==> src/rtl/spi_flash_pkg.sv <==
// spi_flash_pkg: shared definitions for the SPI NOR flash responder.
//   - opcode constants for the supported command set
//   - responder state enumeration
//   - status register bit positions and a helper that assembles the byte
package spi_flash_pkg;

  localparam logic [7:0] OP_READ = 8'h03;
  localparam logic [7:0] OP_PP   = 8'h02;
  localparam logic [7:0] OP_WREN = 8'h06;
  localparam logic [7:0] OP_WRDI = 8'h04;
  localparam logic [7:0] OP_RDSR = 8'h05;

  localparam int unsigned ST_WIP_BIT = 0;
  localparam int unsigned ST_WEL_BIT = 1;

  typedef enum logic [2:0] {
    ST_IDLE,
    ST_CMD,
    ST_ADDR,
    ST_READ_DATA,
    ST_PROG_DATA,
    ST_STATUS,
    ST_IGNORE
  } state_t;

  // WIP never asserts: programming completes instantly in this model.
  function automatic logic [7:0] status_byte(input logic wel);
    logic [7:0] s;
    s = '0;
    s[ST_WEL_BIT] = wel;
    return s;
  endfunction

endpackage

==> src/rtl/spi_pin_sync.sv <==
// spi_pin_sync: multi-stage synchronizer for the serial pins plus edge pulses.
//   clk, reset      : system clock, synchronous active-low reset
//   sck_in/cs_in/si_in : raw pins, asynchronous to clk
//   sck_rise/sck_fall  : one-cycle pulses on synced sck edges, only while synced cs is low
//   cs_rise/cs_fall    : one-cycle pulses on synced cs edges
//   si_sync            : synced serial data, aligned with the sck pulses
module spi_pin_sync #(
  parameter int unsigned STAGES = 2
) (
  input  logic clk,
  input  logic reset,
  input  logic sck_in,
  input  logic cs_in,
  input  logic si_in,
  output logic sck_rise,
  output logic sck_fall,
  output logic cs_rise,
  output logic cs_fall,
  output logic si_sync
);

  logic [STAGES-1:0] sck_pipe_q, sck_pipe_d;
  logic [STAGES-1:0] cs_pipe_q, cs_pipe_d;
  logic [STAGES-1:0] si_pipe_q, si_pipe_d;
  logic              sck_prev_q, sck_prev_d;
  logic              cs_prev_q, cs_prev_d;
  logic              sck_s, cs_s;

  assign sck_s   = sck_pipe_q[STAGES-1];
  assign cs_s    = cs_pipe_q[STAGES-1];
  assign si_sync = si_pipe_q[STAGES-1];

  always_comb begin
    sck_pipe_d = (sck_pipe_q << 1) | STAGES'(sck_in);
    cs_pipe_d  = (cs_pipe_q << 1) | STAGES'(cs_in);
    si_pipe_d  = (si_pipe_q << 1) | STAGES'(si_in);
    sck_prev_d = sck_s;
    cs_prev_d  = cs_s;
  end

  // A synced cs high suppresses sck pulses, so a simultaneous cs rise wins.
  assign sck_rise = sck_s & ~sck_prev_q & ~cs_s;
  assign sck_fall = ~sck_s & sck_prev_q & ~cs_s;
  assign cs_rise  = cs_s & ~cs_prev_q;
  assign cs_fall  = ~cs_s & cs_prev_q;

  // cs history resets to the selected level: a transaction already in
  // progress at reset release never produces a cs_fall and is skipped.
  always_ff @(posedge clk) begin
    if (!reset) begin
      sck_pipe_q <= '0;
      cs_pipe_q  <= '0;
      si_pipe_q  <= '0;
      sck_prev_q <= 1'b0;
      cs_prev_q  <= 1'b0;
    end else begin
      sck_pipe_q <= sck_pipe_d;
      cs_pipe_q  <= cs_pipe_d;
      si_pipe_q  <= si_pipe_d;
      sck_prev_q <= sck_prev_d;
      cs_prev_q  <= cs_prev_d;
    end
  end

endmodule

==> src/rtl/spi_flash_responder.sv <==
// spi_flash_responder: SPI mode-0 single-lane NOR flash device model.
//   clk, reset            : system clock, synchronous active-low reset
//   io_sck, io_cs, io_si  : serial pins from the controller (async to clk)
//   io_so, io_so_oe       : serial data out and its pad enable
//   io_mem_addr/re/rdata  : backing-memory read port (rdata one clk after re)
//   io_mem_we/wdata       : backing-memory write port
//   io_status             : status register (bit1 WEL, bit0 WIP = 0)
// Supports READ, PAGE PROGRAM, WREN, WRDI and RDSR.
module spi_flash_responder
  import spi_flash_pkg::*;
#(
  parameter int unsigned SCK_SYNC_STAGES = 2
) (
  input  logic        clk,
  input  logic        reset,
  input  logic        io_sck,
  input  logic        io_cs,
  input  logic        io_si,
  output logic        io_so,
  output logic        io_so_oe,
  output logic [23:0] io_mem_addr,
  output logic        io_mem_re,
  input  logic [7:0]  io_mem_rdata,
  output logic        io_mem_we,
  output logic [7:0]  io_mem_wdata,
  output logic [7:0]  io_status
);

  logic sck_rise, sck_fall, cs_rise, cs_fall, si_s;

  spi_pin_sync #(
    .STAGES(SCK_SYNC_STAGES)
  ) u_pin_sync (
    .clk     (clk),
    .reset   (reset),
    .sck_in  (io_sck),
    .cs_in   (io_cs),
    .si_in   (io_si),
    .sck_rise(sck_rise),
    .sck_fall(sck_fall),
    .cs_rise (cs_rise),
    .cs_fall (cs_fall),
    .si_sync (si_s)
  );

  state_t      state_q, state_d;
  logic [2:0]  bit_cnt_q, bit_cnt_d;
  logic [4:0]  addr_bit_cnt_q, addr_bit_cnt_d;
  logic [2:0]  out_cnt_q, out_cnt_d;
  logic [6:0]  shift_in_q, shift_in_d;
  logic        is_read_q, is_read_d;
  logic [23:0] addr_q, addr_d;
  logic        wel_q, wel_d;
  logic [7:0]  so_shift_q, so_shift_d;
  logic        so_q, so_d;
  logic        so_oe_q, so_oe_d;
  logic [7:0]  rd_buf_q, rd_buf_d;
  logic        re_dly_q, re_dly_d;
  logic        mem_re_q, mem_re_d;
  logic        mem_we_q, mem_we_d;
  logic [23:0] mem_addr_q, mem_addr_d;
  logic [7:0]  mem_wdata_q, mem_wdata_d;

  logic [7:0]  in_byte;
  logic [23:0] addr_shift;
  logic [7:0]  out_byte;

  assign in_byte    = {shift_in_q, si_s};
  assign addr_shift = {addr_q[22:0], si_s};
  assign out_byte   = (state_q == ST_STATUS) ? status_byte(wel_q) : rd_buf_q;

  always_comb begin
    state_d        = state_q;
    bit_cnt_d      = bit_cnt_q;
    addr_bit_cnt_d = addr_bit_cnt_q;
    out_cnt_d      = out_cnt_q;
    shift_in_d     = shift_in_q;
    is_read_d      = is_read_q;
    addr_d         = addr_q;
    wel_d          = wel_q;
    so_shift_d     = so_shift_q;
    so_d           = so_q;
    rd_buf_d       = rd_buf_q;
    re_dly_d       = mem_re_q;
    mem_re_d       = 1'b0;
    mem_we_d       = 1'b0;
    mem_addr_d     = mem_addr_q;
    mem_wdata_d    = mem_wdata_q;

    if (re_dly_q) begin
      rd_buf_d = io_mem_rdata;
    end

    if (cs_rise) begin
      if (state_q == ST_PROG_DATA) begin
        wel_d = 1'b0;
      end
      state_d        = ST_IDLE;
      bit_cnt_d      = '0;
      addr_bit_cnt_d = '0;
      out_cnt_d      = '0;
    end else if (cs_fall) begin
      state_d        = ST_CMD;
      bit_cnt_d      = '0;
      addr_bit_cnt_d = '0;
      out_cnt_d      = '0;
    end else begin
      if (sck_rise) begin
        case (state_q)
          ST_CMD: begin
            shift_in_d = in_byte[6:0];
            bit_cnt_d  = bit_cnt_q + 3'd1;
            if (bit_cnt_q == 3'd7) begin
              case (in_byte)
                OP_READ: begin state_d = ST_ADDR;   is_read_d = 1'b1; end
                OP_PP:   begin state_d = ST_ADDR;   is_read_d = 1'b0; end
                OP_RDSR: begin state_d = ST_STATUS; end
                OP_WREN: begin state_d = ST_IGNORE; wel_d = 1'b1; end
                OP_WRDI: begin state_d = ST_IGNORE; wel_d = 1'b0; end
                default: begin state_d = ST_IGNORE; end
              endcase
            end
          end
          ST_ADDR: begin
            addr_d         = addr_shift;
            addr_bit_cnt_d = addr_bit_cnt_q + 5'd1;
            if (addr_bit_cnt_q == 5'd23) begin
              addr_bit_cnt_d = '0;
              if (is_read_q) begin
                state_d    = ST_READ_DATA;
                mem_re_d   = 1'b1;
                mem_addr_d = addr_shift;
              end else begin
                state_d = ST_PROG_DATA;
              end
            end
          end
          ST_READ_DATA: begin
            // addr_q always names the byte most recently fetched; the next
            // one is requested during the first bit of the current byte.
            bit_cnt_d = bit_cnt_q + 3'd1;
            if (bit_cnt_q == 3'd0) begin
              addr_d     = addr_q + 24'd1;
              mem_re_d   = 1'b1;
              mem_addr_d = addr_q + 24'd1;
            end
          end
          ST_PROG_DATA: begin
            shift_in_d = in_byte[6:0];
            bit_cnt_d  = bit_cnt_q + 3'd1;
            if (bit_cnt_q == 3'd7) begin
              if (wel_q) begin
                mem_we_d    = 1'b1;
                mem_addr_d  = addr_q;
                mem_wdata_d = in_byte;
              end
              addr_d[7:0] = addr_q[7:0] + 8'd1;
            end
          end
          default: begin
          end
        endcase
      end

      // Each byte boundary on the output side reloads the shifter from the
      // prefetch buffer (or the status register), presenting its MSB at once.
      if (sck_fall && (state_q == ST_READ_DATA || state_q == ST_STATUS)) begin
        out_cnt_d = out_cnt_q + 3'd1;
        if (out_cnt_q == 3'd0) begin
          so_d       = out_byte[7];
          so_shift_d = {out_byte[6:0], 1'b0};
        end else begin
          so_d       = so_shift_q[7];
          so_shift_d = {so_shift_q[6:0], 1'b0};
        end
      end
    end

    so_oe_d = (state_d == ST_READ_DATA) || (state_d == ST_STATUS);
  end

  always_ff @(posedge clk) begin
    if (!reset) begin
      state_q        <= ST_IDLE;
      bit_cnt_q      <= '0;
      addr_bit_cnt_q <= '0;
      out_cnt_q      <= '0;
      shift_in_q     <= '0;
      is_read_q      <= 1'b0;
      addr_q         <= '0;
      wel_q          <= 1'b0;
      so_shift_q     <= '0;
      so_q           <= 1'b0;
      so_oe_q        <= 1'b0;
      rd_buf_q       <= '0;
      re_dly_q       <= 1'b0;
      mem_re_q       <= 1'b0;
      mem_we_q       <= 1'b0;
      mem_addr_q     <= '0;
      mem_wdata_q    <= '0;
    end else begin
      state_q        <= state_d;
      bit_cnt_q      <= bit_cnt_d;
      addr_bit_cnt_q <= addr_bit_cnt_d;
      out_cnt_q      <= out_cnt_d;
      shift_in_q     <= shift_in_d;
      is_read_q      <= is_read_d;
      addr_q         <= addr_d;
      wel_q          <= wel_d;
      so_shift_q     <= so_shift_d;
      so_q           <= so_d;
      so_oe_q        <= so_oe_d;
      rd_buf_q       <= rd_buf_d;
      re_dly_q       <= re_dly_d;
      mem_re_q       <= mem_re_d;
      mem_we_q       <= mem_we_d;
      mem_addr_q     <= mem_addr_d;
      mem_wdata_q    <= mem_wdata_d;
    end
  end

  assign io_so        = so_q;
  assign io_so_oe     = so_oe_q;
  assign io_mem_addr  = mem_addr_q;
  assign io_mem_re    = mem_re_q;
  assign io_mem_we    = mem_we_q;
  assign io_mem_wdata = mem_wdata_q;
  assign io_status    = status_byte(wel_q);

endmodule

==> config.mk <==
export PLATFORM = sky130hd
export DESIGN_NAME = spi_flash_responder
export DESIGN_NICKNAME = d
export VERILOG_FILES = /design/src/rtl/spi_flash_pkg.sv /design/src/rtl/spi_pin_sync.sv /design/src/rtl/spi_flash_responder.sv
export SDC_FILE = /design/constraint.sdc
export NUM_CORES = 1
export LEC_CHECK = 0
export BUFFER_PORTS_ARGS = -buffer_cell sky130_fd_sc_hd__buf_2
export CAP_MARGIN = 20
export CORE_ASPECT_RATIO = 1.4
export CORE_MARGIN = 4
export CORE_UTILIZATION = 60
export CTS_CLUSTER_SIZE = 30
export DETAILED_ROUTE_END_ITERATION = 6
export MAX_ROUTING_LAYER = met4
export PLACE_DENSITY = 0.85
export SLEW_MARGIN = 20
export SYNTH_ARGS = -nofsm -noshare
export SYNTH_HDL_FRONTEND = slang
export SYNTH_HIERARCHICAL = 1
export SYNTH_SLANG_ARGS = --single-unit
export TNS_END_PERCENT = 1
==> constraint.sdc <==
create_clock -name clk -period 5.1 [get_ports clk]
set_clock_uncertainty 0.05 [all_clocks]
set_input_delay 0.51 -clock clk [delete_from_list [all_inputs] [get_ports clk]]
set_output_delay 0.51 -clock clk [all_outputs]
set_load 0.02 [all_outputs]
## After elaboration in Yosys (flattened, before gate mapping)

Cells that the tools add are included.

- Bits in read-only memories: 0
- Latch bits: 0
- Memory bits (writable): 0
- Word-level logic and storage cells: 130
- Register bits after elaboration: 108
- Memories kept: 0

- Order comparisons: 0
- Multiply operators: 0
- Add/subtract/negate cells: 5
- Bitwise gates (word level): 19
- Equal/unequal tests: 21
- Div/mod/pow operators: 0
- Reduce and logical (&&, ||, !) cells: 28
- Shift-type cells: 0
- Muxes and demuxes: 34

Operators by type and width:

| operator | count |
|---|---|
| $mux W24 | 5 |
| $pmux W24 S3 | 1 |
| $pmux W16 S2 | 1 |
| $add A24 B1 Y24 const B | 1 |
| $eq A8 B3 Y1 const B | 3 |
| $mux W8 | 3 |
| $pmux W8 S3 | 1 |
| $reduce_and A6 Y1 | 4 |
| $mux W3 | 6 |
| $eq A8 B2 Y1 const B | 2 |
| $eq A3 B3 Y1 const B | 4 |
| $pmux W3 S2 | 2 |
| $mux W1 | 11 |
| $ne A2 B2 Y1 const B | 5 |
| $not A1 Y1 | 10 |
| $reduce_bool A2 Y1 | 5 |
| $eq A3 B2 Y1 const B | 3 |
| $reduce_and A9 Y1 | 1 |
| $add A8 B1 Y8 const B | 1 |
| $add A3 B1 Y3 const B | 2 |
| $and A1 B1 Y1 | 6 |
| $logic_not A3 Y1 | 2 |
| $or A2 B1 Y2 | 3 |
| $pmux W1 S2 | 3 |
| other kinds (16) | 22 |

## Depth between registers and ports, before layout

Gate-level depths: netlist of run 1.

- Word-level depth: 10
- Mapped depth: 9

## By module

The synthesis of run 1 kept the hierarchy.

Modules (own cells, without submodules):

| module | sequential area each (µm²) | times used | area an instance (µm²) | cells each |
|---|---|---|---|---|
| spi_flash_responder | 1981.9 | 1 | 5283.8 | 660 |
| spi_pin_sync | 160.2 | 1 | 237.7 | 20 |

## Worst setup path after synthesis of run 1

Ideal clock, no wire load.

- Path type: reg2reg
- From: register u_pin_sync.cs_pipe_q[1]
- To: register mem_addr_q[3], in the netlist io_mem_addr[3]
- Setup slack: 2.767 ns
- Arrival: 2.213 ns
- Cell stages (with the launch flop): 8
- Data required time: 4.980 ns
- Library setup time: 0.070 ns
- Path buffers: 1
- Cells stage by stage: dfxtp_1 nor3b_1 or3b_1 buf_2 a31oi_4 o221ai_2 or3_1 a21oi_1

- Elaborated cells on any way between the ends: 7
- Classes of those cells: 6 x bitwise; 1 x reduce/logical

RTL lines:

| item | RTL line | source |
|---|---|---|
| from (decl) | spi_pin_sync.sv:23 | `logic [STAGES-1:0] cs_pipe_q, cs_pipe_d;` |
| from (signal assigned) | spi_pin_sync.sv:58 | `cs_pipe_q <= cs_pipe_d;` |
| $not A1 Y1 | spi_pin_sync.sv:42 | `assign sck_rise = sck_s & ~sck_prev_q & ~cs_s;` |
| $and A1 B1 Y1 | spi_pin_sync.sv:42 |  |
| net sck_rise | spi_flash_responder.sv:29 | `logic sck_rise, sck_fall, cs_rise, cs_fall, si_s;` |
| $reduce_and A9 Y1 (no line) | -- |  |
| to (signal assigned) | spi_flash_responder.sv:217 | `mem_addr_q <= mem_addr_d;` |
| to (decl) | spi_flash_responder.sv:61 | `logic [23:0] mem_addr_q, mem_addr_d;` |

The timed path passes the listed nets, and every way through them passes these cells.
A chain may end at the register's enable or synchronous reset.

## Worst setup path after layout of run 1

- From: register u_pin_sync.cs_pipe_q[1]
- To: register mem_addr_q[2], in the netlist io_mem_addr[2]

The elaborated chain is that of the path after synthesis.

==> metrics.log, run 1 <==
INFO  metric critical_path_capture_point_type = flip-flop
INFO  metric use_met2 = between 40% and 50%
INFO  metric path_buf_inv = 0
INFO  metric hold_path_class = in -> reg
INFO  metric layout.nets = about 700
INFO  metric slew_violations = 0
INFO  metric timing.final.setup_violations = 0
INFO  metric postCtsHoldBufs = 0
INFO  metric number_of_vias_after_detailed_routing = 5185
INFO  metric violations = design-rule violations
INFO  metric most_utilized_layer_in_the_global_route_result = met2
INFO  metric ys_warn_count = 6
INFO  metric sum_of_internal_switching_and_leakage_power = about 1600 uW
INFO  metric setup_tns = 0 ns
INFO  metric final_weighted_congestion_of_routability_driven_global_placement = between 0.8 and 0.9
INFO  metric synth_area_leader_cell = sky130_fd_sc_hd__dfxtp_1
INFO  metric synth-async-reset-ratio = 0%
INFO  metric place_hpwl = about 9000 um
INFO  metric cts_root_buf = sky130_fd_sc_hd__clkbuf_16
INFO  metric clock_insertion_delay_worst_skew = 0.36 ns
INFO  metric crit_fanout = 38
INFO  metric reg2reg_from = u_pin_sync/cs_pipe_q[1]$_SDFF_PN0_
INFO  metric floorplan.die.height = around 120 um
INFO  metric max_freq = between 300 and 400 MHz
INFO  metric post_cts_resize_count = 0
INFO  metric synthFlopType = sky130_fd_sc_hd__dfxtp_1
INFO  metric proportion_of_layout_cells_with_a_drive_suffix_above_1 = between 10% and 20%
INFO  metric path_clk_slew = around 0.080 ns
INFO  metric numClockSinks = ~110
INFO  metric gr-usage-all-layers = about 27%
INFO  metric clock_tree_from_tritoncts = done
INFO  metric peakVddDrop = about 0.23 mV
INFO  metric grt_setup_unrepaired = no
INFO  metric first_pass_iters = 7
INFO  metric path_cells = nor3b_1, or3b_1, a31oi_4, o221a_2, o2111ai_1, o211a_1
INFO  metric groute.layer.met3.usage = under 10%
INFO  metric cts_max_path_buffers = 2
INFO  metric final_hold_viol_count = 0
INFO  metric layout.core_utilization = between 60 and 70%
INFO  metric synth_cell_types = between 70 and 80
INFO  metric fp.dieArea = 10800 um^2
INFO  metric detail_route.iter0.violations = around 540
INFO  metric core_area = 8980 um^2
INFO  metric worst-slew-pin-transition = approximately 0.96 ns
INFO  metric vias_per_cell = around 6.6
INFO  metric netlist_instances = 680
INFO  metric n_antenna_cell = 0
INFO  metric drc_errors = 2
INFO  metric power.leakage = 0.00211 uW
INFO  metric startpoint_type = flip-flop
INFO  metric drtAntennaViolNets = 0
INFO  metric htreeDepth = 3
INFO  metric port_buffers = between 40 and 50
INFO  metric power_density_relative_to_cell_area = 273 nW/um^2
INFO  metric grt_antenna_before_repair = 0
INFO  metric wl_per_cell = about 17 um
INFO  metric r2r_cells = 6
INFO  metric min_period = about 3.3 ns
INFO  metric postCtsSetupRepairBufs = 0
INFO  metric cts_buffers = 9
INFO  metric syn_to_final_growth = 7.73%
INFO  metric grt.overflow.total = 0
INFO  metric postRouteWirelength = ~14000 um
INFO  metric synth.top_cell.area_share = about 39%
INFO  metric cp-endpoint = io_mem_addr[2]$_SDFFE_PN0P_
INFO  metric crit-reg2reg-capture = io_mem_addr[2]$_SDFFE_PN0P_
INFO  metric initial_core_util = 61.5%
INFO  metric rows = 41
INFO  metric synth-edff-count = 0
INFO  metric status = finished with violations
INFO  metric post_synth.cell_area_avg = a little over 8 um^2
INFO  metric timing.reg2reg.setup_slack = approximately 1.8 ns
INFO  metric cpLargestDelayFamily = compound AO/OA/AOI/OAI gates
INFO  metric critPathKind = reg -> reg
INFO  metric slowest_delay = between 0.7 and 0.8 ns
INFO  metric maximum_number_of_pins_on_one_net_before_global_route_repair = 56
INFO  metric place.detailed.instances = between 700 and 800
INFO  metric worst_slew_margin_rel = 36.2%
INFO  metric number_of_maximum_capacitance_violations = 0
INFO  metric timing_startpoint_of_the_critical_path = u_pin_sync/cs_pipe_q[1]$_SDFF_PN0_
INFO  metric finish.cell_count_without_fillers = approximately 790
INFO  metric arrival = approximately 3.5 ns
INFO  metric worstPathRequired = 5.31 ns
INFO  metric layout.filler_cells = roughly 750
INFO  metric floorplan.io_pins = 57
INFO  metric number_of_global_route_vias_before_repair = 4980
INFO  metric postSynthRegisterBits = 107
INFO  metric first_pass_grt_wire_length = around 23000 um
INFO  metric ys_top_cells_by_area = sky130_fd_sc_hd__dfxtp_1 (39%), sky130_fd_sc_hd__a21oi_1 (5.1%), sky130_fd_sc_hd__mux2i_1 (4.7%), sky130_fd_sc_hd__nand2_1 (4.1%), sky130_fd_sc_hd__nor2_1 (4.1%)
INFO  metric final.hold.worst_slack = 0.306 ns
INFO  metric post-route-period-util = approximately 64%
INFO  metric cp_slowest_cell = sky130_fd_sc_hd__o221a_2
INFO  metric gr-usage-met1 = between 20% and 30%
INFO  metric die_w = 89.1 um
INFO  metric cp_num_cells = 6
INFO  metric sequential_to_total_area_share_from_yosys_stat = between 30% and 40%
INFO  metric synthesis.area = between 5000 and 6000 um^2
-- layout by cell type, fill, tap and decap left out, types with 12 or more instances in the layout --
cell                        n
sky130_fd_sc_hd__o21ai_0   44
sky130_fd_sc_hd__nor2_1    60
sky130_fd_sc_hd__buf_2     49
sky130_fd_sc_hd__mux2i_1   26
sky130_fd_sc_hd__o21ai_1   14
sky130_fd_sc_hd__nor3_1    12
sky130_fd_sc_hd__a21oi_1   56
sky130_fd_sc_hd__a31oi_1   26
sky130_fd_sc_hd__dfxtp_1  107
sky130_fd_sc_hd__nand3_1   20
sky130_fd_sc_hd__nand2_1   61
sky130_fd_sc_hd__and2_1    12
-- routing by layer --
| layer | share of wire [%] | wire [um] |
|---|---|---|
| met5 | 0 | 0 |
| met4 | 3.9 | 531 |
| met3 | 5.6 | 775 |
| met2 | 51 | 7030 |
| met1 | 40 | 5440 |
-- final cells by class --
cell class | count | area (um^2) | share of cell area [%]
clock buffer | 9 | 225 | 3.79
clock inverter | 7 | 93.8 | 1.58
inverter | 12 | 45.0 | 0.757
multi-input combinational | 497 | 3040 | 51.1
sequential | 107 | 2140 | 36.0
tap | 107 | 134 | 2.25
timing repair buffer | 52 | 268 | 4.50
-- worst min path at each step --
stage	from	end	slack, ns	cells past startpoint
6_report	io_sck	u_pin_sync/sck_pipe_q[0]$_SDFF_PN0_	0.31	2
5_1_grt	io_sck	u_pin_sync/sck_pipe_q[0]$_SDFF_PN0_	0.32	2
4_1_cts	io_sck	u_pin_sync/sck_pipe_q[0]$_SDFF_PN0_	0.30	2
3_5_place_dp	u_pin_sync/cs_pipe_q[0]$_SDFF_PN0_	u_pin_sync/cs_pipe_q[1]$_SDFF_PN0_	0.37	1
3_3_place_gp	u_pin_sync/cs_pipe_q[0]$_SDFF_PN0_	u_pin_sync/cs_pipe_q[1]$_SDFF_PN0_	0.37	1
2_1_floorplan	u_pin_sync/cs_pipe_q[0]$_SDFF_PN0_	u_pin_sync/cs_pipe_q[1]$_SDFF_PN0_	0.36	1
-- power breakdown --
part           switching, uW  leakage, uW  internal (uW)
sequential              3.57     0.000863            837
combinational           28.6      0.00109           9.22
clock                    346     0.000153            396
-- cell usage after synthesis, types with 9 or more instances --
library cell,instances
sky130_fd_sc_hd__dfxtp_1,107
sky130_fd_sc_hd__nand2_1,61
sky130_fd_sc_hd__nor2_1,60
sky130_fd_sc_hd__a21oi_1,56
sky130_fd_sc_hd__o21ai_0,44
sky130_fd_sc_hd__clkbuf_1,36
sky130_fd_sc_hd__a31oi_1,26
sky130_fd_sc_hd__mux2i_1,26
sky130_fd_sc_hd__buf_2,20
sky130_fd_sc_hd__nand3_1,20
sky130_fd_sc_hd__o21ai_1,14
sky130_fd_sc_hd__and2_1,12
sky130_fd_sc_hd__nor3_1,12
sky130_fd_sc_hd__a221oi_1,11
sky130_fd_sc_hd__a22oi_1,11
sky130_fd_sc_hd__buf_4,11
sky130_fd_sc_hd__inv_1,11
sky130_fd_sc_hd__nand2b_1,11
sky130_fd_sc_hd__a211oi_1,10
sky130_fd_sc_hd__nor4_1,9
-- state kept, by name, indices dropped and copies added (netlist names), 2 cells and up --
signal                 flops
out_cnt_q                  3
u_pin_sync/sck_pipe_q      2
so_shift_q                 7
u_pin_sync/cs_pipe_q       2
u_pin_sync/si_pipe_q       2
bit_cnt_q                  3
addr_q                    24
io_mem_wdata               8
io_mem_addr               24
state_q                    3
shift_in_q                 7
rd_buf_q                   8
addr_bit_cnt_q             5
-- stage by stage --
step	cell area, um^2	setup WS [ns]
after floorplan	5540	2.77
after global placement	5620	2.01
after detailed placement	5620	1.88
after CTS	5940	1.85
after global routing	5950	1.52
final	5950	1.84
-- cells by family (layout without fill, tap and decap cells) --
logic type | Yosys count | count (layout) | synth area share, %
buf+inv | 82 | 80 | 6.78
fa+ha+maj | 7 | 7 | 1.59
flops | 107 | 107 | 38.8
xor+xnor | 6 | 6 | 0.952
compound gates | 210 | 210 | 24.4
mux | 28 | 28 | 5.12
other cells | 1 | 7 | 0.0679
simple gates | 239 | 239 | 22.3
-- worst register-to-register path, stage by stage (launching register included) --
cell                        delay [ns]
sky130_fd_sc_hd__dfxtp_1          0.34
sky130_fd_sc_hd__nor3b_1          0.49
sky130_fd_sc_hd__or3b_1           0.60
sky130_fd_sc_hd__a31oi_4          0.51
sky130_fd_sc_hd__o221a_2          0.78
sky130_fd_sc_hd__o2111ai_1        0.22
sky130_fd_sc_hd__o211a_1          0.17
Power figures use the tool's default switching activity.
==> inputs of run 2 (changes only) <==
--- a/config.mk
+++ b/config.mk
@@ -9,11 +9,11 @@
 export CAP_MARGIN = 20
 export CORE_ASPECT_RATIO = 1.4
 export CORE_MARGIN = 4
-export CORE_UTILIZATION = 60
+export CORE_UTILIZATION = 53
 export CTS_CLUSTER_SIZE = 30
 export DETAILED_ROUTE_END_ITERATION = 6
 export MAX_ROUTING_LAYER = met4
-export PLACE_DENSITY = 0.85
+export PLACE_DENSITY = 0.8
 export SLEW_MARGIN = 20
 export SYNTH_ARGS = -nofsm -noshare
 export SYNTH_HDL_FRONTEND = slang
==> constraint.sdc (replaced) <==
create_clock -name clk -period 2.8 [get_ports clk]
set_clock_uncertainty 0.05 [all_clocks]
set_input_delay 0.28 -clock clk [delete_from_list [all_inputs] [get_ports clk]]
set_output_delay 0.28 -clock clk [all_outputs]
set_load 0.02 [all_outputs]
==> metrics.log, run 2 (synthesis results as in run 1) <==
INFO  metric floorplan.io_pins = 57 (unchanged)
INFO  metric grt_antenna_before_repair = 0 (unchanged)
INFO  metric min_period = 2.45 ns (-0.809 ns)
INFO  metric cts_max_path_buffers = 2 (unchanged)
INFO  metric worst_slew_margin_rel = 64.4% (+28 points)
INFO  metric max_freq = 408 MHz (+33%)
INFO  metric number_of_vias_after_detailed_routing = 5163 (-0.42%)
INFO  metric power_density_relative_to_cell_area = 476 nW/um^2 (+75%)
INFO  metric initial_core_util = 54.9% (-6.6 points)
INFO  metric most-common-layout-cells = sky130_fd_sc_hd__dfxtp_1 (107), sky130_fd_sc_hd__nand2_1 (61), sky130_fd_sc_hd__nor2_1 (60)
INFO  metric fp.dieArea = 12100 um^2 (+12%)
INFO  metric post_cts_resize_count = 0 (unchanged)
INFO  metric r2r_cells = 6 (unchanged)
INFO  metric die_w = 94.3 um (+5.8%)
INFO  metric htreeDepth = 3 (unchanged)
INFO  metric proportion_of_layout_cells_with_a_drive_suffix_above_1 = 15.3% (+2.6 points)
INFO  metric timing.final.setup_violations = 0 (unchanged)
INFO  metric number_of_maximum_capacitance_violations = 0 (unchanged)
INFO  metric vias_per_cell = 6.14 (-6.3%)
INFO  metric port_buffers = 49 (unchanged)
INFO  metric grt.overflow.total = 0 (unchanged)
INFO  metric clock_insertion_delay_worst_skew = 0.36 ns (about the same)
INFO  metric peakVddDrop = 0.409 mV (+74%)
INFO  metric status = completed
INFO  metric critPathKind = reg -> reg
INFO  metric core_area = 10100 um^2 (+12%)
INFO  metric startpoint_type = flip-flop
INFO  metric number_of_global_route_vias_before_repair = 4879 (-2.0%)
INFO  metric drc_errors = 0 (-2)
INFO  metric postRouteWirelength = 14200 um (+3.4%)
INFO  metric crit_fanout = 10 (-74%)
INFO  metric gr-usage-all-layers = 24.4% (-2.3 points)
INFO  metric layout.nets = 721 (+3.1%)
INFO  metric power.leakage = 0.00221 uW (+4.9%)
INFO  metric grt_setup_unrepaired = no
INFO  metric clock_tree_from_tritoncts = done
INFO  metric cp-endpoint = addr_q[18]$_SDFFE_PN0P_
INFO  metric timing_startpoint_of_the_critical_path = addr_q[0]$_SDFFE_PN0P_
INFO  metric numClockSinks = 107 (unchanged)
INFO  metric cts_buffers = 9 (unchanged)
INFO  metric final_weighted_congestion_of_routability_driven_global_placement = 0.984 (+11%)
INFO  metric design_area = 6140 um^2 (+3.2%)
INFO  metric slew_violations = 0 (unchanged)
INFO  metric final_hold_viol_count = 0 (unchanged)
INFO  metric place_hpwl = 9940 um (+11%)
INFO  metric mostFrequentLayoutCell = sky130_fd_sc_hd__dfxtp_1
INFO  metric placedInstanceArea = 5830 um^2 (+3.8%)
INFO  metric critical_path_capture_point_type = flip-flop
INFO  metric hold_path_class = in -> reg
INFO  metric maximum_number_of_pins_on_one_net_before_global_route_repair = 37 (-34%)
INFO  metric path_clk_slew = 0.07 ns (about the same)
INFO  metric rows = 43 (+4.9%)
INFO  metric setup_tns = 0 ns (unchanged)
INFO  metric arrival = 2.63 ns (-0.83 ns)
INFO  metric post-route-period-util = 87.5% (+24 points)
INFO  metric timing.reg2reg.setup_slack = 0.35 ns (-1.49 ns)
INFO  metric worst-slew-pin-transition = 0.520 ns (-0.435 ns)
INFO  metric floorplan.die.height = 129 um (+6.0%)
INFO  metric wl_per_cell = 16.9 um (-2.7%)
INFO  metric postCtsSetupRepairBufs = 0 (unchanged)
INFO  metric first_pass_grt_wire_length = 23200 um (+2.9%)
INFO  metric reg2reg_from = addr_q[0]$_SDFFE_PN0P_
INFO  metric cts_root_buf = sky130_fd_sc_hd__clkbuf_16
INFO  metric detail_route.iter0.violations = 405 (-24%)
INFO  metric syn_to_final_growth = 11.2%
INFO  metric crit-reg2reg-capture = addr_q[18]$_SDFFE_PN0P_
INFO  metric drtAntennaViolNets = 0 (unchanged)
INFO  metric n_antenna_cell = 0 (unchanged)
INFO  metric postCtsHoldBufs = 0 (unchanged)
INFO  metric first_pass_iters = 7 (unchanged)
INFO  metric worstPathRequired = 2.98 ns (-2.33 ns)
run 2: cell count changes in the layout (fill, tap and decap cells not counted), sizes merged:
cell	change
clkinv	-1
buf	+22
clkbuf	+1
run 2: critical path, stage by stage (launching register included):
cell and delay [ns]:
sky130_fd_sc_hd__dfxtp_1 0.46, sky130_fd_sc_hd__ha_1 0.30, sky130_fd_sc_hd__nand4_1 0.34, sky130_fd_sc_hd__or4_1 0.63, sky130_fd_sc_hd__o31a_1 0.28, sky130_fd_sc_hd__o21ai_1 0.17, sky130_fd_sc_hd__a31oi_1 0.10
run 2: how the worst min path moves through the flow:
stage	start	end	slack [ns]	cells past startpoint
after floorplan	reset	u_pin_sync/cs_pipe_q[0]$_SDFF_PN0_	0.35	1
after global placement	u_pin_sync/cs_pipe_q[0]$_SDFF_PN0_	u_pin_sync/cs_pipe_q[1]$_SDFF_PN0_	0.37	1
after detailed placement	u_pin_sync/sck_pipe_q[0]$_SDFF_PN0_	u_pin_sync/sck_pipe_q[1]$_SDFF_PN0_	0.37	1
after CTS	io_sck	u_pin_sync/sck_pipe_q[0]$_SDFF_PN0_	0.08	2
after global routing	io_sck	u_pin_sync/sck_pipe_q[0]$_SDFF_PN0_	0.09	2
final	io_sck	u_pin_sync/sck_pipe_q[0]$_SDFF_PN0_	0.09	2
run 2: layout make-up:
type	count	area (um^2)
inverter	12	45.0
timing repair buffer	74	445
fill	895	3920
clock inverter	6	77.6
tap	135	169
clock buffer	10	229
multi-input combinational	497	3030
sequential	107	2140
run 2: power by group:
| group | leakage, uW | internal (uW) | switching [uW] |
|---|---|---|---|
| registers | 0.000863 | 1530 | 5.56 |
| logic | 0.00120 | 21.1 | 55.5 |
| clock network | 0.000148 | 713 | 602 |
| total | 0.00221 | 2260 | 663 |
run 2: layer usage:
layer | up-vias | wire length [um] | part of all wire [%] | GRT usage (%)
li1 | 2509 | - | - | -
met2 | 199 | 7270 | 51 | 40.7
met3 | 40 | 855 | 6.0 | 3.68
met5 | - | 0 | 0 | -
met1 | 2415 | 5640 | 40 | 28.4
met4 | 0 | 476 | 3.3 | 12.2
run 2: through the flow:
step	instances	util [%]	total power (uW)	worst slack [ns]	hold slack, ns
floorplan	686	-	1620	0.467	0.352
global placement	825	58.0	1640	0.484	0.367
detailed placement	825	58.0	1640	0.376	0.372
CTS	841	61.0	2940	0.364	0.0816
global route	841	61.0	3030	0.158	0.0898
finish	841	61.0	2920	0.350	0.0866
==> inputs of run 3 (changes only) <==
--- a/config.mk
+++ b/config.mk
@@ -5,6 +5,7 @@
 export SDC_FILE = /design/constraint.sdc
 export NUM_CORES = 1
 export LEC_CHECK = 0
+export ABC_AREA = 1
 export BUFFER_PORTS_ARGS = -buffer_cell sky130_fd_sc_hd__buf_2
 export CAP_MARGIN = 20
 export CORE_ASPECT_RATIO = 1.4
@@ -13,7 +14,7 @@
 export CTS_CLUSTER_SIZE = 30
 export DETAILED_ROUTE_END_ITERATION = 6
 export MAX_ROUTING_LAYER = met4
-export PLACE_DENSITY = 0.8
+export PLACE_DENSITY = 0.79
 export SLEW_MARGIN = 20
 export SYNTH_ARGS = -nofsm -noshare
 export SYNTH_HDL_FRONTEND = slang
==> metrics.log, run 3 <==
INFO  metric worst_slew_margin_rel = 49.6% (-15 points)
INFO  metric crit_fanout = 40 (+30)
INFO  metric layout.nets = 864 (+20%)
INFO  metric postSynthRegisterBits = 107 (unchanged)
INFO  metric gr-usage-all-layers = 22.5% (-1.9 points)
INFO  metric power.internal = 2180 uW (-3.6%)
INFO  metric timing.final.setup_violations = 0 (unchanged)
INFO  metric die_w = 94.8 um (+0.58%)
INFO  metric fp.dieArea = 12300 um^2 (+1.2%)
INFO  metric slowest_delay = 0.33 ns (-0.30 ns)
INFO  metric final_hold_viol_count = 0 (unchanged)
INFO  metric sum_of_internal_switching_and_leakage_power = 2800 uW (-4.2%)
INFO  metric power_frac_comb = 2.8% (+0.2 points)
INFO  metric cts_max_path_buffers = 2 (unchanged)
INFO  metric n_antenna_cell = 0 (unchanged)
INFO  metric grt_setup_unrepaired = no
INFO  metric path_clk_slew = 0.07 ns (about the same)
INFO  metric post_cts_resize_count = 0 (unchanged)
INFO  metric htreeDepth = 3 (unchanged)
INFO  metric arrival = 2.43 ns (-0.20 ns)
INFO  metric floorplan.io_pins = 57 (unchanged)
INFO  metric r2r_cells = 13 (+7)
INFO  metric netlist_instances = 811 (+19%)
INFO  metric synthFlopType = sky130_fd_sc_hd__dfxtp_1
INFO  metric post-route-period-util = 78.3% (-9.2 points)
INFO  metric clock_insertion_delay_worst_skew = 0.35 ns (about the same)
INFO  metric max_freq = 456 MHz (+12%)
INFO  metric ys_top_cells_by_count = sky130_fd_sc_hd__nand2_1 (151), sky130_fd_sc_hd__inv_1 (111), sky130_fd_sc_hd__dfxtp_1 (107)
INFO  metric floorplan.die.height = 130 um (+0.59%)
INFO  metric postCtsSetupRepairBufs = 0 (unchanged)
INFO  metric mostFrequentLayoutCell = sky130_fd_sc_hd__nand2_1
INFO  metric path_buf_inv = 4 (+4)
INFO  metric setup_tns = 0 ns (unchanged)
INFO  metric postRouteWirelength = 13200 um (-7.5%)
INFO  metric number_of_maximum_capacitance_violations = 0 (unchanged)
INFO  metric worstPathRequired = 3.04 ns (+0.06 ns)
INFO  metric worstHoldStart = io_sck
INFO  metric status = completed
INFO  metric core_area = 10300 um^2 (+2.9%)
INFO  metric numClockSinks = 107 (unchanged)
INFO  metric cp_common_cell = sky130_fd_sc_hd__nand2_1
INFO  metric postCtsHoldBufs = 0 (unchanged)
INFO  metric cpLargestDelayFamily = simple AND/OR/NAND/NOR gates
INFO  metric power.share.switching = 22.2% (-0.53 points)
INFO  metric sequential_to_total_area_share_from_yosys_stat = 38.3% (-0.49 points)
INFO  metric hold_path_class = in -> reg
INFO  metric synth_area_leader_cell = sky130_fd_sc_hd__dfxtp_1
INFO  metric synth_cell_types = 41 (-45%)
INFO  metric final_weighted_congestion_of_routability_driven_global_placement = 0.948 (-3.6%)
INFO  metric power_density_relative_to_cell_area = 456 nW/um^2 (-4.2%)
INFO  metric seq_power_share = 54.7% (+2.3 points)
INFO  metric synth-async-reset-ratio = 0% (unchanged)
INFO  metric post_synth.cell_area_avg = 6.89 um^2 (-15%)
INFO  metric worstHoldEndpoint = u_pin_sync/sck_pipe_q[0]$_SDFF_PN0_
INFO  metric synth.top_cell.area_share = 38.3% (-0.49 points)
INFO  metric share_clk_of_total_power = 42.5% (-2.5 points)
INFO  metric path_cells = inv_1, nand2_1, nor2_1, nand2_1, inv_1, nand2_1, nor2_4, nand2_4, inv_2, nor2_1, nor2_1, nand2_1, inv_1
INFO  metric min_period = 2.19 ns (-0.258 ns)
INFO  metric critPathKind = reg -> reg
INFO  metric cts_buffers = 9 (unchanged)
INFO  metric cts_root_buf = sky130_fd_sc_hd__clkbuf_16
INFO  metric rows = 44 (+2.3%)
INFO  metric vias_per_cell = 5.38 (-12%)
INFO  metric maximum_number_of_pins_on_one_net_before_global_route_repair = 58 (+57%)
INFO  metric port_buffers = 49 (unchanged)
INFO  metric reg2reg_from = u_pin_sync/cs_pipe_q[1]$_SDFF_PN0_
INFO  metric drc_errors = 0 (unchanged)
INFO  metric peakVddDrop = 0.256 mV (-37%)
INFO  metric synthesis.area = 5590 um^2 (+1.3%)
INFO  metric number_of_global_route_vias_before_repair = 4823 (-1.1%)
INFO  metric detail_route.iter0.violations = 324 (-20%)
INFO  metric synth-edff-count = 0 (unchanged)
INFO  metric power.leakage = 0.00278 uW (+25%)
INFO  metric initial_core_util = 54.0% (-0.86 points)
INFO  metric worst-slew-pin-transition = 0.753 ns (+0.233 ns)
INFO  metric slew_violations = 0 (unchanged)
INFO  metric critical_path_capture_point_type = flip-flop
INFO  metric wl_per_cell = 13.4 um (-21%)
INFO  metric hold-path-cell-count = 3 (+1)
INFO  metric first_pass_grt_wire_length = 21600 um (-6.9%)
INFO  metric crit-reg2reg-capture = io_mem_addr[15]$_SDFFE_PN0P_
INFO  metric startpoint_type = flip-flop
INFO  metric drtAntennaViolNets = 0 (unchanged)
INFO  metric ys_warn_count = 6 (unchanged)
INFO  metric number_of_vias_after_detailed_routing = 5306 (+2.8%)
INFO  metric most-common-layout-cells = sky130_fd_sc_hd__nand2_1 (151), sky130_fd_sc_hd__inv_1 (111), sky130_fd_sc_hd__dfxtp_1 (107)
INFO  metric ys_top_cells_by_area = sky130_fd_sc_hd__dfxtp_1 (38%), sky130_fd_sc_hd__nand2_1 (10%), sky130_fd_sc_hd__a21oi_1 (7.6%), sky130_fd_sc_hd__inv_1 (7.5%), sky130_fd_sc_hd__o21ai_0 (7.0%)
INFO  metric clock_tree_from_tritoncts = done
INFO  metric timing.reg2reg.setup_slack = 0.61 ns (+0.26 ns)
INFO  metric grt_antenna_before_repair = 0 (unchanged)
INFO  metric synth_most_common_cell = sky130_fd_sc_hd__nand2_1
INFO  metric total_switching_power = 620 uW (-6.5%)
INFO  metric grt.overflow.total = 0 (unchanged)
INFO  metric first_pass_iters = 5 (-2)
INFO  metric cp_slowest_cell = sky130_fd_sc_hd__dfxtp_1
INFO  metric proportion_of_layout_cells_with_a_drive_suffix_above_1 = 14.0% (-1.3 points)
INFO  metric syn_to_final_growth = 9.78%
INFO  metric place_hpwl = 9250 um (-6.9%)
run 3: per-layer routing:
metal  routed length [um]  global-route usage [%]  up-vias
li1                     -                       -     2710
met1                 5120                    25.4     2353
met2                 6660                    38.0      204
met3                  842                    3.43       39
met4                  556                    12.0        0
met5                    0                       -        -
run 3: logic make-up after synthesis:
kind of cell / share of synthesized area [%]
AO/OA/AOI/OAI: 21.1
XOR/XNOR: 0.626
adder cells (fa/ha/maj): 1.57
buffers and inverters: 12.1
flip-flops: 38.3
other: 0.0671
AND/OR/NAND/NOR: 26.2
run 3: layout make-up:
class,instances,area [um^2]
fill,1001,4210
timing repair buffer,54,295
clock buffer,11,243
inverter,119,449
sequential,107,2140
clock inverter,5,38.8
multi-input combinational,553,2800
tap,138,173
run 3: metrics by stage:
stage / util [%] / cells / cell area, um^2 / hold WS [ns] / setup WS (ns)
finish: 59.3 / 987 / 6140 / 0.0586 / 0.609
global route: 59.3 / 987 / 6140 / 0.0759 / 0.294
CTS: 59.3 / 987 / 6140 / 0.0526 / 0.607
detailed placement: 56.6 / 971 / 5860 / 0.349 / 0.625
global placement: 56.6 / 971 / 5860 / 0.343 / 0.665
floorplan: - / 817 / 5610 / 0.323 / 1.07
run 3: worst min-delay path, cell delays in order:
cell,delay (ns)
sky130_fd_sc_hd__buf_2,0.07
sky130_fd_sc_hd__nand2_1,0.04
sky130_fd_sc_hd__inv_1,0.04
run 3: how the worst max path moves through the flow:
| stage | from | end | slack, ns | depth (start not counted) |
|---|---|---|---|---|
| 5_1_grt | u_pin_sync/cs_pipe_q[1]$_SDFF_PN0_ | io_mem_wdata[7]$_SDFFE_PN0P_ | 0.29 | 9 |
| 3_3_place_gp | u_pin_sync/cs_pipe_q[1]$_SDFF_PN0_ | io_mem_addr[16]$_SDFFE_PN0P_ | 0.67 | 13 |
| 4_1_cts | state_q[0]$_SDFF_PN0_ | io_mem_addr[15]$_SDFFE_PN0P_ | 0.61 | 11 |
| 6_report | u_pin_sync/cs_pipe_q[1]$_SDFF_PN0_ | io_mem_addr[15]$_SDFFE_PN0P_ | 0.61 | 13 |
| 2_1_floorplan | u_pin_sync/cs_pipe_q[1]$_SDFF_PN0_ | io_mem_addr[13]$_SDFFE_PN0P_ | 1.07 | 12 |
| 3_5_place_dp | state_q[0]$_SDFF_PN0_ | io_mem_addr[15]$_SDFFE_PN0P_ | 0.63 | 11 |
run 3: power groups by stage:
stage	registers (uW)	clock network (uW)	logic (uW)
3_3_place_gp	1570	0	78.4
5_1_grt	1530	1270	88.0
6_report	1530	1190	78.9
3_5_place_dp	1570	0	79.0
4_1_cts	1530	1210	79.4
2_1_floorplan	1560	0	66.1
